--- config.mk ---
export PLATFORM = sky130hd
export DESIGN_NAME = debug_dump_sequencer
export DESIGN_NICKNAME = d
export VERILOG_FILES = /design/src/rtl/debug_dump_sequencer.sv
export SDC_FILE = /design/constraint.sdc
export NUM_CORES = 1
export LEC_CHECK = 0
export ABC_AREA = 0
export ABC_CLOCK_PERIOD_IN_PS = 2150
export CAP_MARGIN = 20
export CORE_UTILIZATION = 43
export CTS_BUF_LIST = sky130_fd_sc_hd__clkbuf_8
export DETAILED_ROUTE_END_ITERATION = 16
export PLACE_DENSITY = 0.83
export SYNTH_ARGS = -nofsm -noshare
export SYNTH_HDL_FRONTEND = slang
export SYNTH_SLANG_ARGS = --single-unit
--- constraint.sdc ---
create_clock -name clk -period 2.15 [get_ports clk]
set_clock_uncertainty 0.2 [all_clocks]
set_input_delay 0.5375 -clock clk [delete_from_list [all_inputs] [get_ports clk]]
set_output_delay 0.5375 -clock clk [all_outputs]
set_load 0.02 [all_outputs]
--- src/rtl/debug_dump_sequencer.sv ---
// debug_dump_sequencer
//   Streams a debug snapshot as a byte stream with valid/ready handshake:
//   header 0xA5, register file bytes 0..15, dmem_count data-memory bytes,
//   then imem_count instruction words (high byte first).
// Ports:
//   clk, reset_n              clock, asynchronous active-low reset
//   start                     dump request, sampled only in IDLE
//   dmem_base/dmem_count      data-memory window (latched on start)
//   imem_base/imem_count      instruction-memory window (latched on start)
//   debug_enable              held high while a dump is in progress
//   reg/dmem/imem_debug_addr  registered read addresses
//   reg/dmem/imem_debug_rdata combinational read data, sampled on load
//   out_data/out_valid/out_ready  byte stream
//   busy                      high in every non-IDLE state
//   done                      one-cycle pulse as the dump completes
module debug_dump_sequencer #(
   parameter int unsigned DATA_W   = 8,
   parameter int unsigned D_ADDR_W = 12,
   parameter int unsigned INST_W   = 16,
   parameter int unsigned I_ADDR_W = 12
) (
   input  logic                clk,
   input  logic                reset_n,
   input  logic                start,
   input  logic [D_ADDR_W-1:0] dmem_base,
   input  logic [D_ADDR_W:0]   dmem_count,
   input  logic [I_ADDR_W-1:0] imem_base,
   input  logic [I_ADDR_W:0]   imem_count,
   output logic                debug_enable,
   output logic [3:0]          reg_debug_addr,
   input  logic [DATA_W-1:0]   reg_debug_rdata,
   output logic [D_ADDR_W-1:0] dmem_debug_addr,
   input  logic [DATA_W-1:0]   dmem_debug_rdata,
   output logic [I_ADDR_W-1:0] imem_debug_addr,
   input  logic [INST_W-1:0]   imem_debug_rdata,
   output logic [7:0]          out_data,
   output logic                out_valid,
   input  logic                out_ready,
   output logic                busy,
   output logic                done
);

   typedef enum logic [2:0] {
      IDLE, HDR, REG, DMEM, IMEM_HI, IMEM_LO, FLUSH
   } state_t;

   localparam logic [D_ADDR_W:0]   D_CNT_ONE  = {{D_ADDR_W{1'b0}}, 1'b1};
   localparam logic [I_ADDR_W:0]   I_CNT_ONE  = {{I_ADDR_W{1'b0}}, 1'b1};
   localparam logic [D_ADDR_W-1:0] D_ADDR_ONE = {{(D_ADDR_W-1){1'b0}}, 1'b1};
   localparam logic [I_ADDR_W-1:0] I_ADDR_ONE = {{(I_ADDR_W-1){1'b0}}, 1'b1};

   state_t              state_q, state_d;
   logic [7:0]          out_data_q, out_data_d;
   logic                out_valid_q, out_valid_d;
   logic [3:0]          reg_addr_q, reg_addr_d;
   logic [D_ADDR_W-1:0] dmem_addr_q, dmem_addr_d;
   logic [D_ADDR_W:0]   dmem_rem_q, dmem_rem_d;
   logic [I_ADDR_W-1:0] imem_addr_q, imem_addr_d;
   logic [I_ADDR_W:0]   imem_rem_q, imem_rem_d;
   logic                load;
   state_t              after_reg, after_dmem;

   always_ff @(posedge clk or negedge reset_n) begin
      if (!reset_n) begin
         state_q     <= IDLE;
         out_data_q  <= '0;
         out_valid_q <= 1'b0;
         reg_addr_q  <= '0;
         dmem_addr_q <= '0;
         dmem_rem_q  <= '0;
         imem_addr_q <= '0;
         imem_rem_q  <= '0;
      end else begin
         state_q     <= state_d;
         out_data_q  <= out_data_d;
         out_valid_q <= out_valid_d;
         reg_addr_q  <= reg_addr_d;
         dmem_addr_q <= dmem_addr_d;
         dmem_rem_q  <= dmem_rem_d;
         imem_addr_q <= imem_addr_d;
         imem_rem_q  <= imem_rem_d;
      end
   end

   always_comb begin
      state_d     = state_q;
      out_data_d  = out_data_q;
      out_valid_d = out_valid_q;
      reg_addr_d  = reg_addr_q;
      dmem_addr_d = dmem_addr_q;
      dmem_rem_d  = dmem_rem_q;
      imem_addr_d = imem_addr_q;
      imem_rem_d  = imem_rem_q;

      // Empty sections are skipped by choosing the successor state up front.
      after_dmem = (imem_rem_q != '0) ? IMEM_HI : FLUSH;
      after_reg  = (dmem_rem_q != '0) ? DMEM : after_dmem;

      // A new byte may enter the output register whenever it is empty or
      // being consumed this cycle.
      load = (state_q != IDLE) && (state_q != FLUSH) &&
             (!out_valid_q || out_ready);

      if (out_valid_q && out_ready) out_valid_d = 1'b0;
      if (load)                     out_valid_d = 1'b1;

      unique case (state_q)
         IDLE: begin
            if (start) begin
               state_d     = HDR;
               reg_addr_d  = '0;
               dmem_addr_d = dmem_base;
               dmem_rem_d  = dmem_count;
               imem_addr_d = imem_base;
               imem_rem_d  = imem_count;
            end
         end
         HDR: begin
            if (load) begin
               out_data_d = 8'hA5;
               state_d    = REG;
            end
         end
         REG: begin
            if (load) begin
               out_data_d = reg_debug_rdata[7:0];
               reg_addr_d = reg_addr_q + 4'd1;
               if (reg_addr_q == 4'hF) state_d = after_reg;
            end
         end
         DMEM: begin
            if (load) begin
               out_data_d  = dmem_debug_rdata[7:0];
               dmem_addr_d = dmem_addr_q + D_ADDR_ONE;
               dmem_rem_d  = dmem_rem_q - D_CNT_ONE;
               if (dmem_rem_q == D_CNT_ONE) state_d = after_dmem;
            end
         end
         IMEM_HI: begin
            if (load) begin
               out_data_d = imem_debug_rdata[15:8];
               state_d    = IMEM_LO;
            end
         end
         IMEM_LO: begin
            if (load) begin
               out_data_d  = imem_debug_rdata[7:0];
               imem_addr_d = imem_addr_q + I_ADDR_ONE;
               imem_rem_d  = imem_rem_q - I_CNT_ONE;
               state_d     = (imem_rem_q == I_CNT_ONE) ? FLUSH : IMEM_HI;
            end
         end
         FLUSH: begin
            if (!out_valid_q) state_d = IDLE;
         end
         default: state_d = IDLE;
      endcase
   end

   assign out_data        = out_data_q;
   assign out_valid       = out_valid_q;
   assign reg_debug_addr  = reg_addr_q;
   assign dmem_debug_addr = dmem_addr_q;
   assign imem_debug_addr = imem_addr_q;
   assign busy            = (state_q != IDLE);
   assign debug_enable    = (state_q != IDLE);
   // Last byte has been accepted; this is the final FLUSH cycle.
   assign done            = (state_q == FLUSH) && !out_valid_q;

endmodule

==> metrics.yaml <==
run_status:
  status: "finished clean"
floorplanning:
  dieArea_um2: 10310
  start_util_pct: 45.26
  io_pins: 126
  die_h_um: 101.6
  die_w_um: 101.6
  core_area_um2: 9415
  num_rows: 35
logic_synthesis:
  async_reset_ff_share_pct: 100.0
  synthMuxAreaShare_pct: 3.905
  synth_top_area_share_pct: 38.76
  synth_largest_area_cell: "dfrtp_1"
  synth_edf_count: 0
  synth_top_family_by_area: "compound AO/OA/AOI/OAI gates"
  synth_cells: 514
  ys_seq_area_share_pct: 38.76
  synth_compound_area_share_pct: 27.95
  synth-simple-area-share_pct: 21.61
  yosys_warnings: 0
  synth_seq_cells: 66
  synthAdderAreaFrac_pct: 2.642
  syn_area_per_cell_um2: 8.291
  yosys-top-cells-area: "dfrtp_1 39%, a21oi_1 7.4%, o21ai_0 5.6%, nor2_1 4.5%, nand2_1 4.1%"
  ys.flop_type: "dfrtp_1"
  syn-cell-area_um2: 4262
  synth-xor-area-share_pct: 0
  ys_types: 58
  syn_nets: 609
worst_setup_path:
  endpoint: "dmem_debug_addr[5]"
  start_kind: "flop"
  cp_slowest_cell: "clkdlybuf4s50_1"
  rrSetupSlack_ns: 0.07
  crit_cells: 1
  crit_chain: "clkdlybuf4s50_1"
  slowest_delay_ns: 0.63
  cp.required_ns: 1.41
  crit_family: "buffers and inverters"
  rr_endpoint: "dmem_rem_q[12]"
  critPathBufInv: 1
  endpoint_kind: "output pin"
  arrival_ns: 1.36
  rr_worst_depth: 5
  worstPathMaxFanout: 4
  r2r_start: "dmem_rem_q[5]"
  setup.worst_path.start: "dmem_debug_addr[5]"
  path_class: "flop to output pin"
sta:
  relSlewSlack_pct: 64.70
  period_share_pct: 97.71
  setup_viol: 0
  whs_ns: 0.2965
  finalHoldViolCount: 0
  fin_setup_tns_ns: 0
  fmax_mhz: 476.0
  slew_violations: 0
  fin_crit_ns: 2.101
  worstMarginPinSlew_ns: 0.5255
grt:
  gr-usage-all-layers_pct: 25.06
  overflow: 0
  antenna_found_initial: 0
  grt_pass1_vias: 4436
  grt_pass1_wl_um: 20620
  grt_max_degree: 45
pwr:
  total_power_mw: 8.810
  cellPowerDensity_nw_per_um2: 1414
  p_leak_nw: 2.584
  vdd_ir_drop_max_v: 0.0008946
layout:
  num-nets-final: 756
  final_cells: 795
  area_delta_synth_final_pct: 46.15
  fill_cells: 763
  drive_gt1_share_pct: 15.17
  n_antenna_cell: 0
worst_hold_path:
  worstHoldPathCells: 1
  hp-class: "flop to flop"
clock_network:
  cts_made_buffers: 9
  tritoncts: "done"
  cts.path.max_buffers: 2
  numClockSinks: 66
  cts-root-buf: "clkbuf_8"
  clk_pin_slew_ns: 0.08
  h-tree-depth: 3
  insertion_delay_ns: 0.34
placed_design:
  gp_congestion: 0.9074
  dpl.cell_count: 776
  io_buffers: 125
  dp.final_hpwl_um: 9028
drt:
  vias: 4653
  first_iter_violations: 257
  drt-total-wl_um: 12700
  first_pass_iters: 5
  post_drt_wl_per_cell_um: 15.97
  viasPerCell: 5.853
  ant_nets: 0
  route.detailed.drc: 0
run:
  drv_cap: 0
-- cells in the mapped netlist, drive strengths merged (3+ instances only) --
master    n
or2       5
or3       3
nor2     52
ha        9
clkbuf   21
nand2b    6
a31oi    11
a2bb2oi  15
a21oi    65
inv       9
nor3b     3
nand3    22
a22oi     6
o21bai    4
mux2      5
o21ai    48
nand2    46
mux2i    11
o32ai     4
or4       5
buf      17
dfrtp    66
o22ai    13
nand4    10
and3      7
nor3     15
a21o      3
-- through the flow --
stage                     cell area (um^2)  util [%]  setup WS, ns
after detailed placement              5919     62.87       -0.3614
after floorplan                       4267         -       0.05834
final                                 6228     66.15       0.04926
after global routing                  6228     66.15     -0.003846
after CTS                             6143     65.25      0.003692
after global placement                5919     62.87       -0.2925
-- routing by layer --
metal | vias up | routed length [um] | global-route usage [%] | part of all wire [%]
li1 | 2200 | - | - | -
met1 | 2239 | 5683 | 33.52 | 45
met2 | 186 | 6030 | 41.53 | 47
met3 | 28 | 794 | 4.555 | 6.3
met4 | 0 | 189 | 7.135 | 1.5
met5 | - | 0 | 0 | 0
-- where the power goes --
group / switching, mW / leakage (nW) / total [mW] / internal (mW)
registers: 0.676 / 0.760 / 2.53 / 1.85
logic: 2.72 / 1.71 / 5.10 / 2.38
clock network: 0.502 / 0.113 / 1.18 / 0.677
total: 3.90 / 2.58 / 8.81 / 4.91
-- layout by cell type (no fill, tap or decap), types with 13 or more instances in the layout --
cell	instances
buf_4	41
o21ai_0	48
nand3_1	21
nor2_1	48
dfrtp_1	66
clkdlybuf4s50_1	101
o22ai_1	13
a21oi_1	63
a2bb2oi_1	15
nand2_1	46
-- registers in the layout, summed over array words and instances, names as in the netlist --
signal and flops:
reg_debug_addr 4, state_q 3, out_valid 1, dmem_debug_addr 12, imem_rem_q 13, imem_debug_addr 12
dmem_rem_q 13, out_data 8
-- repair_timing --
item	in CTS	in global routing
gates resized for setup	16	25
setup buffers	0	1
hold buffers	1	0
endpoints found under the hold margin	16	0
endpoints found under the setup margin	13	44
pin swaps	0	1
gates cloned	0	1
-- worst min path at each step --
stage          slack (ns)            endpoint   startpoint
3_3_place_gp         0.28         out_data[3]  out_data[3]
4_1_cts              0.31         out_data[3]  out_data[3]
2_1_floorplan        0.04  dmem_debug_addr[0]      reset_n
5_1_grt              0.34         out_data[3]  out_data[3]
3_5_place_dp         0.29         out_data[3]  out_data[3]
6_report             0.30         out_data[3]  out_data[3]
-- cells by family (layout without fill, tap and decap cells) --
logic type / count (synthesis) / after routing
AOI/OAI and AO/OA: 192 / 192
adders and majority gates: 9 / 9
buffers and inverters: 47 / 199
DFF: 66 / 66
muxes: 16 / 16
and+or+nand+nor: 184 / 184
-- layout make-up --
class / count / area [um^2] / area share (%)
Clock inverter: 6 / 81.33 / 1.306
Tap cell: 129 / 161.4 / 2.591
Multi-Input combinational cell: 401 / 2452 / 39.37
Inverter: 9 / 33.78 / 0.5424
Clock buffer: 10 / 137.6 / 2.210
Sequential cell: 66 / 1652 / 26.52
Timing Repair Buffer: 174 / 1710 / 27.46
Note: power is estimated with default switching activity, not from simulation.
==> edit 1 (same flow settings) <==
Take the reset off `out_data_q`, `reg_addr_q`, `dmem_addr_q`, `dmem_rem_q`, `imem_addr_q` and `imem_rem_q` and load them in a clocked block of their own.
--- a/src/rtl/debug_dump_sequencer.sv
+++ b/src/rtl/debug_dump_sequencer.sv
@@ -64,21 +64,18 @@
       if (!reset_n) begin
          state_q     <= IDLE;
-         out_data_q  <= '0;
          out_valid_q <= 1'b0;
-         reg_addr_q  <= '0;
-         dmem_addr_q <= '0;
-         dmem_rem_q  <= '0;
-         imem_addr_q <= '0;
-         imem_rem_q  <= '0;
       end else begin
          state_q     <= state_d;
-         out_data_q  <= out_data_d;
          out_valid_q <= out_valid_d;
-         reg_addr_q  <= reg_addr_d;
-         dmem_addr_q <= dmem_addr_d;
-         dmem_rem_q  <= dmem_rem_d;
-         imem_addr_q <= imem_addr_d;
-         imem_rem_q  <= imem_rem_d;
       end
+   end
+
+   always_ff @(posedge clk) begin
+      out_data_q  <= out_data_d;
+      reg_addr_q  <= reg_addr_d;
+      dmem_addr_q <= dmem_addr_d;
+      dmem_rem_q  <= dmem_rem_d;
+      imem_addr_q <= imem_addr_d;
+      imem_rem_q  <= imem_rem_d;
    end
 
Formal check against the unedited RTL: not equivalent (a bounded check fails within 4 cycles, from zero or initial values and one cycle with reset_n low).
==> edit 1 against the original RTL <==
- wire length shrank 25%
- cell area shrank 8.3%
- total power shrank 22%
- setup slack lost 15 ps
- sequential share of layout area grew 7.8 points
- area after synthesis shrank 9.5%
- largest power group unchanged
- critical path depth is the same
- worst hold slack lost 90 ps
- synthesized cell count shrank 28%
- critical endpoint is now reg_debug_addr[3]
- die area shrank 9.4%
- sequential cell count is the same
==> edit 1: results (changes against the original RTL) <==
[cts]
cts_resized=12  ; -4
cts.path.max_buffers=2  ; unchanged
post-cts-setup-buffers=2  ; +2
clkTransAtPathRegs_ps=70
clk_latency_ps=330
cts_buffers=9  ; unchanged
htree_levels=3  ; unchanged

[yosys]
synth_area_leaders=edfxtp_1 48%, nand2_1 5.8%, o21ai_0 5.3%
postSynthAreaPerCell_sq_um=10.4  ; +25%
synth.top_cells.by_count=62 x edfxtp_1, 60 x nand2_1, 41 x o21ai_0
yosysSeqAreaShare=0.509  ; +0.121
synth_nets=466  ; -23%
synth_edf_count=62  ; +62
yosysWarnings=0  ; unchanged
synth_mux_area_frac=0.0532  ; +0.0142
synth_top_family_by_area=simple AND/OR/NAND/NOR gates
synth_cell_types=42  ; -28%
synth_compound_area_frac=0.117  ; -0.163
async_reset_ff_frac=0.0606  ; -0.939
synth_fa_ha_area_frac=0.0292  ; +0.00279
synth_xor_area_frac=0.0954  ; +0.0954

[global_route]
grt_first_pass_wirelength_microns=15700  ; -24%
grt_max_degree=50  ; +11%
grt_pass1_vias=3391  ; -24%
antenna_found_initial=0  ; unchanged
track_usage=0.207  ; -0.0435

[place]
placed_cells=611  ; -21%
gp_congestion=0.780  ; -14%
port_buffers=125  ; unchanged
placed_cell_area_sq_um=5420  ; -8.4%
hpwl_microns=6960  ; -23%

[drt]
detail_route.wl_per_cell_microns=15.1  ; -5.6%
wl_met3_microns=553  ; -30%
wl_met1_microns=3900  ; -31%
drt_pass1_iterations=5  ; unchanged
drtIter0Drc=182  ; -29%
met2WireLength_microns=4890  ; -19%
post_drt_via_cell_ratio=5.30  ; -9.5%

[final_layout]
nFillCells=683  ; -10%
drive_above_1_share=0.109  ; -0.0429
num_antenna_cells=0  ; unchanged
reg.largest.list=dmem_rem_q: 13 flops, imem_rem_q: 13 flops
stdcell_count=632  ; -21%

[sta]
relSlewSlack=0.676  ; +0.0285

[power]
p_leak_uw=0.00224  ; -13%
p_int_uw=4340  ; -12%
peakVddDrop_uv=537  ; -40%

[setup_path]
slowest_stage=clkdlybuf4s50_1
slowest_delay_ps=630  ; about the same
critical-path-top-delay-family=buffers and inverters
crit_arrival_ps=1380  ; +20 ps

[worst_hold_path]
min_path_type=primary input to async pin

[status]
outcome=finished, final reports clean

==> edit 1: cell types whose count changed after synthesis, moves of 10 or more <==
cell       change
a31oi_1       -10
nor2_1        -37
a2bb2oi_1     -15
nand2_1       +14
edfxtp_1      +62
xor2_1        +23
a21oi_1       -54
dfrtp_1       -62
nand4_1       -10
clkbuf_1      -11
xnor2_1       +19
==> edit 1: through the flow <==
step                      setup WS, ps   util  TNS, ps
final                             34.3  0.655        0
after global routing             -43.1  0.655    -82.4
after CTS                         16.5  0.648        0
after detailed placement          -194  0.622    -4520
after global placement            -164  0.622    -3590
after floorplan                   47.4      -        0
==> edit 1: layout make-up <==
class / count / area [sq um] / share of cell area
inverters: 7 / 26.3 / 0.00460
flip-flops and latches: 66 / 1960 / 0.343
repair buffers: 154 / 1520 / 0.266
clock buffers: 9 / 124 / 0.0217
well taps: 108 / 135 / 0.0237
multi-input cells: 281 / 1840 / 0.322
clock inverters: 7 / 108 / 0.0188
==> edit 1: path summary, 6_finish.rpt <==
path / slack [ps] / from / end / depth (start not counted)
min in group clk: 410 / reg_debug_addr[0] / reg_debug_addr[0] / 1
min: 210 / reset_n / state_q[0] / 1
max reg2reg: 50 / dmem_rem_q[5] / state_q[0] / 5
max: 30 / reg_debug_addr[3] / reg_debug_addr[3] / 1
min reg2reg: 410 / reg_debug_addr[0] / reg_debug_addr[0] / 1
max in group asynchronous: 1370 / reset_n / out_valid / 1
==> edit 1: power groups by stage <==
stage	Sequential, uW	Clock (uW)	Combinational, uW
final	2440	1230	3190
after global routing	2500	1310	3470
after CTS	2430	1250	3150
after detailed placement	2460	0	3150
after global placement	2440	0	3070
after floorplan	2710	0	1570
==> edit 1: per-layer routing <==
layer,up-vias,track usage
li1,1640,-
met1,1587,0.247
met2,101,0.359
met3,20,0.0477
met4,0,0.0873
met5,-,0
==> edit 2 (same settings) <==
Made on the original files. Change the parameter `D_ADDR_W` from 12 to 11.
--- a/src/rtl/debug_dump_sequencer.sv
+++ b/src/rtl/debug_dump_sequencer.sv
@@ -16,5 +16,5 @@
 module debug_dump_sequencer #(
    parameter int unsigned DATA_W   = 8,
-   parameter int unsigned D_ADDR_W = 12,
+   parameter int unsigned D_ADDR_W = 11,
    parameter int unsigned INST_W   = 16,
    parameter int unsigned I_ADDR_W = 12
Interface: changed (resized dmem_base, dmem_count and dmem_debug_addr); port bits go from 126 to 123. No check against the original RTL was run, so the function may have changed too.
==> edit 2 against the original RTL <==
- total power is 6.4% lower
- area after synthesis fell by 4.5%
- setup slack got worse by 11 ps
- synthesized cell count fell by 6.0%
- cell area down 5.0%
- sequential cell count fell by 2
- die area fell by 4.4%
- via count is 7.1% lower
- wire length down 6.4%
- largest cell class unchanged
==> edit 2: results (changes against the original RTL) <==
[power]
peakVddDrop_uv=661  ; -26%
power.share.sequential=0.297  ; +0.010
power.density_nw_per_um2=1390  ; -1.5%
p_leak_uw=0.00248  ; -4.2%
power_switching_share=0.446  ; +0.00299
powerComb_uw=4710  ; -7.6%

[final_layout]
n_all_buffers=166  ; -4.6%
multi_input_area_sq_um=2290  ; -6.7%
drive_above_1_share=0.147  ; -0.00450
clkCellAreaFrac=0.0349  ; -0.000271
design_area_sq_um=5920  ; -5.0%
nFillCells=747  ; -2.1%
nonClkBufAreaFrac=0.277  ; +0.00256
regArea_sq_um=1600  ; -3.0%
fin_nets=719  ; -4.9%
multi_input_cells=375  ; -6.5%

[yosys]
synth_area_leaders=dfrtp_1 39%, a21oi_1 7.3%, nand2_1 4.0%
synth_cell_types=65  ; +12%
synth_nets=575  ; -5.6%
synth_xor_area_frac=0.00215  ; +0.00215
synth.top_cells.by_count=64 x dfrtp_1, 59 x a21oi_1, 43 x nand2_1
yosysSeqAreaShare=0.393  ; +0.00593
synth_fa_ha_area_frac=0.0246  ; -0.00183
synth_compound_area_frac=0.288  ; +0.00884

[setup_path]
slowest_stage=dfrtp_2
slowest_delay_ps=400  ; -230 ps
critical-path-top-delay-family=compound AO/OA/AOI/OAI gates
crit_arrival_ps=2130  ; +770 ps

[cts]
post-cts-setup-buffers=1  ; +1

[floorplanning]
dieArea_sq_um=9860  ; -4.4%

[global_route]
grt_pass1_vias=4154  ; -6.4%
grt_max_degree=52  ; +16%
track_usage=0.243  ; -0.00791
grt_first_pass_wirelength_microns=19300  ; -6.3%

[status]
outcome=finished, final reports clean

[drt]
drtIter0Drc=226  ; -12%
routed_wl_microns=11900  ; -6.4%
detail_route.wl_per_cell_microns=16.0  ; +0.18%

[place]
placed_cell_area_sq_um=5640  ; -4.8%
hpwl_microns=8520  ; -5.7%
gp_congestion=0.905  ; -0.32%
port_buffers=122  ; -2.4%

[edit 2: cell count changes after synthesis, sizes merged, moves of 7 or more]
cell | unedited run | this run
clkbuf | 21 | 11
a2bb2oi | 15 | 3
o21ai | 48 | 55
nor2 | 52 | 37
nand4 | 10 | 0
[edit 2: routing by layer]
metal,wire length [microns],GRT usage,up-vias
met5,0,0,-
met4,199,0.0679,0
met3,864,0.0703,25
met2,5870,0.418,157
met1,4960,0.297,2048
li1,-,-,2092
[edit 2: final timing paths]
path / start / endpoint / slack [ps] / cells after the start
worst max-delay path: state_q[1] / state_q[1] / 40 / 7
worst min-delay path: out_data[3] / out_data[3] / 290 / 1
worst max register to register: state_q[1] / state_q[1] / 40 / 7
worst min register to register: out_data[3] / out_data[3] / 290 / 1
max in group asynchronous: reset_n / state_q[1] / 720 / 3
min in group asynchronous: reset_n / dmem_debug_addr[8] / 430 / 2
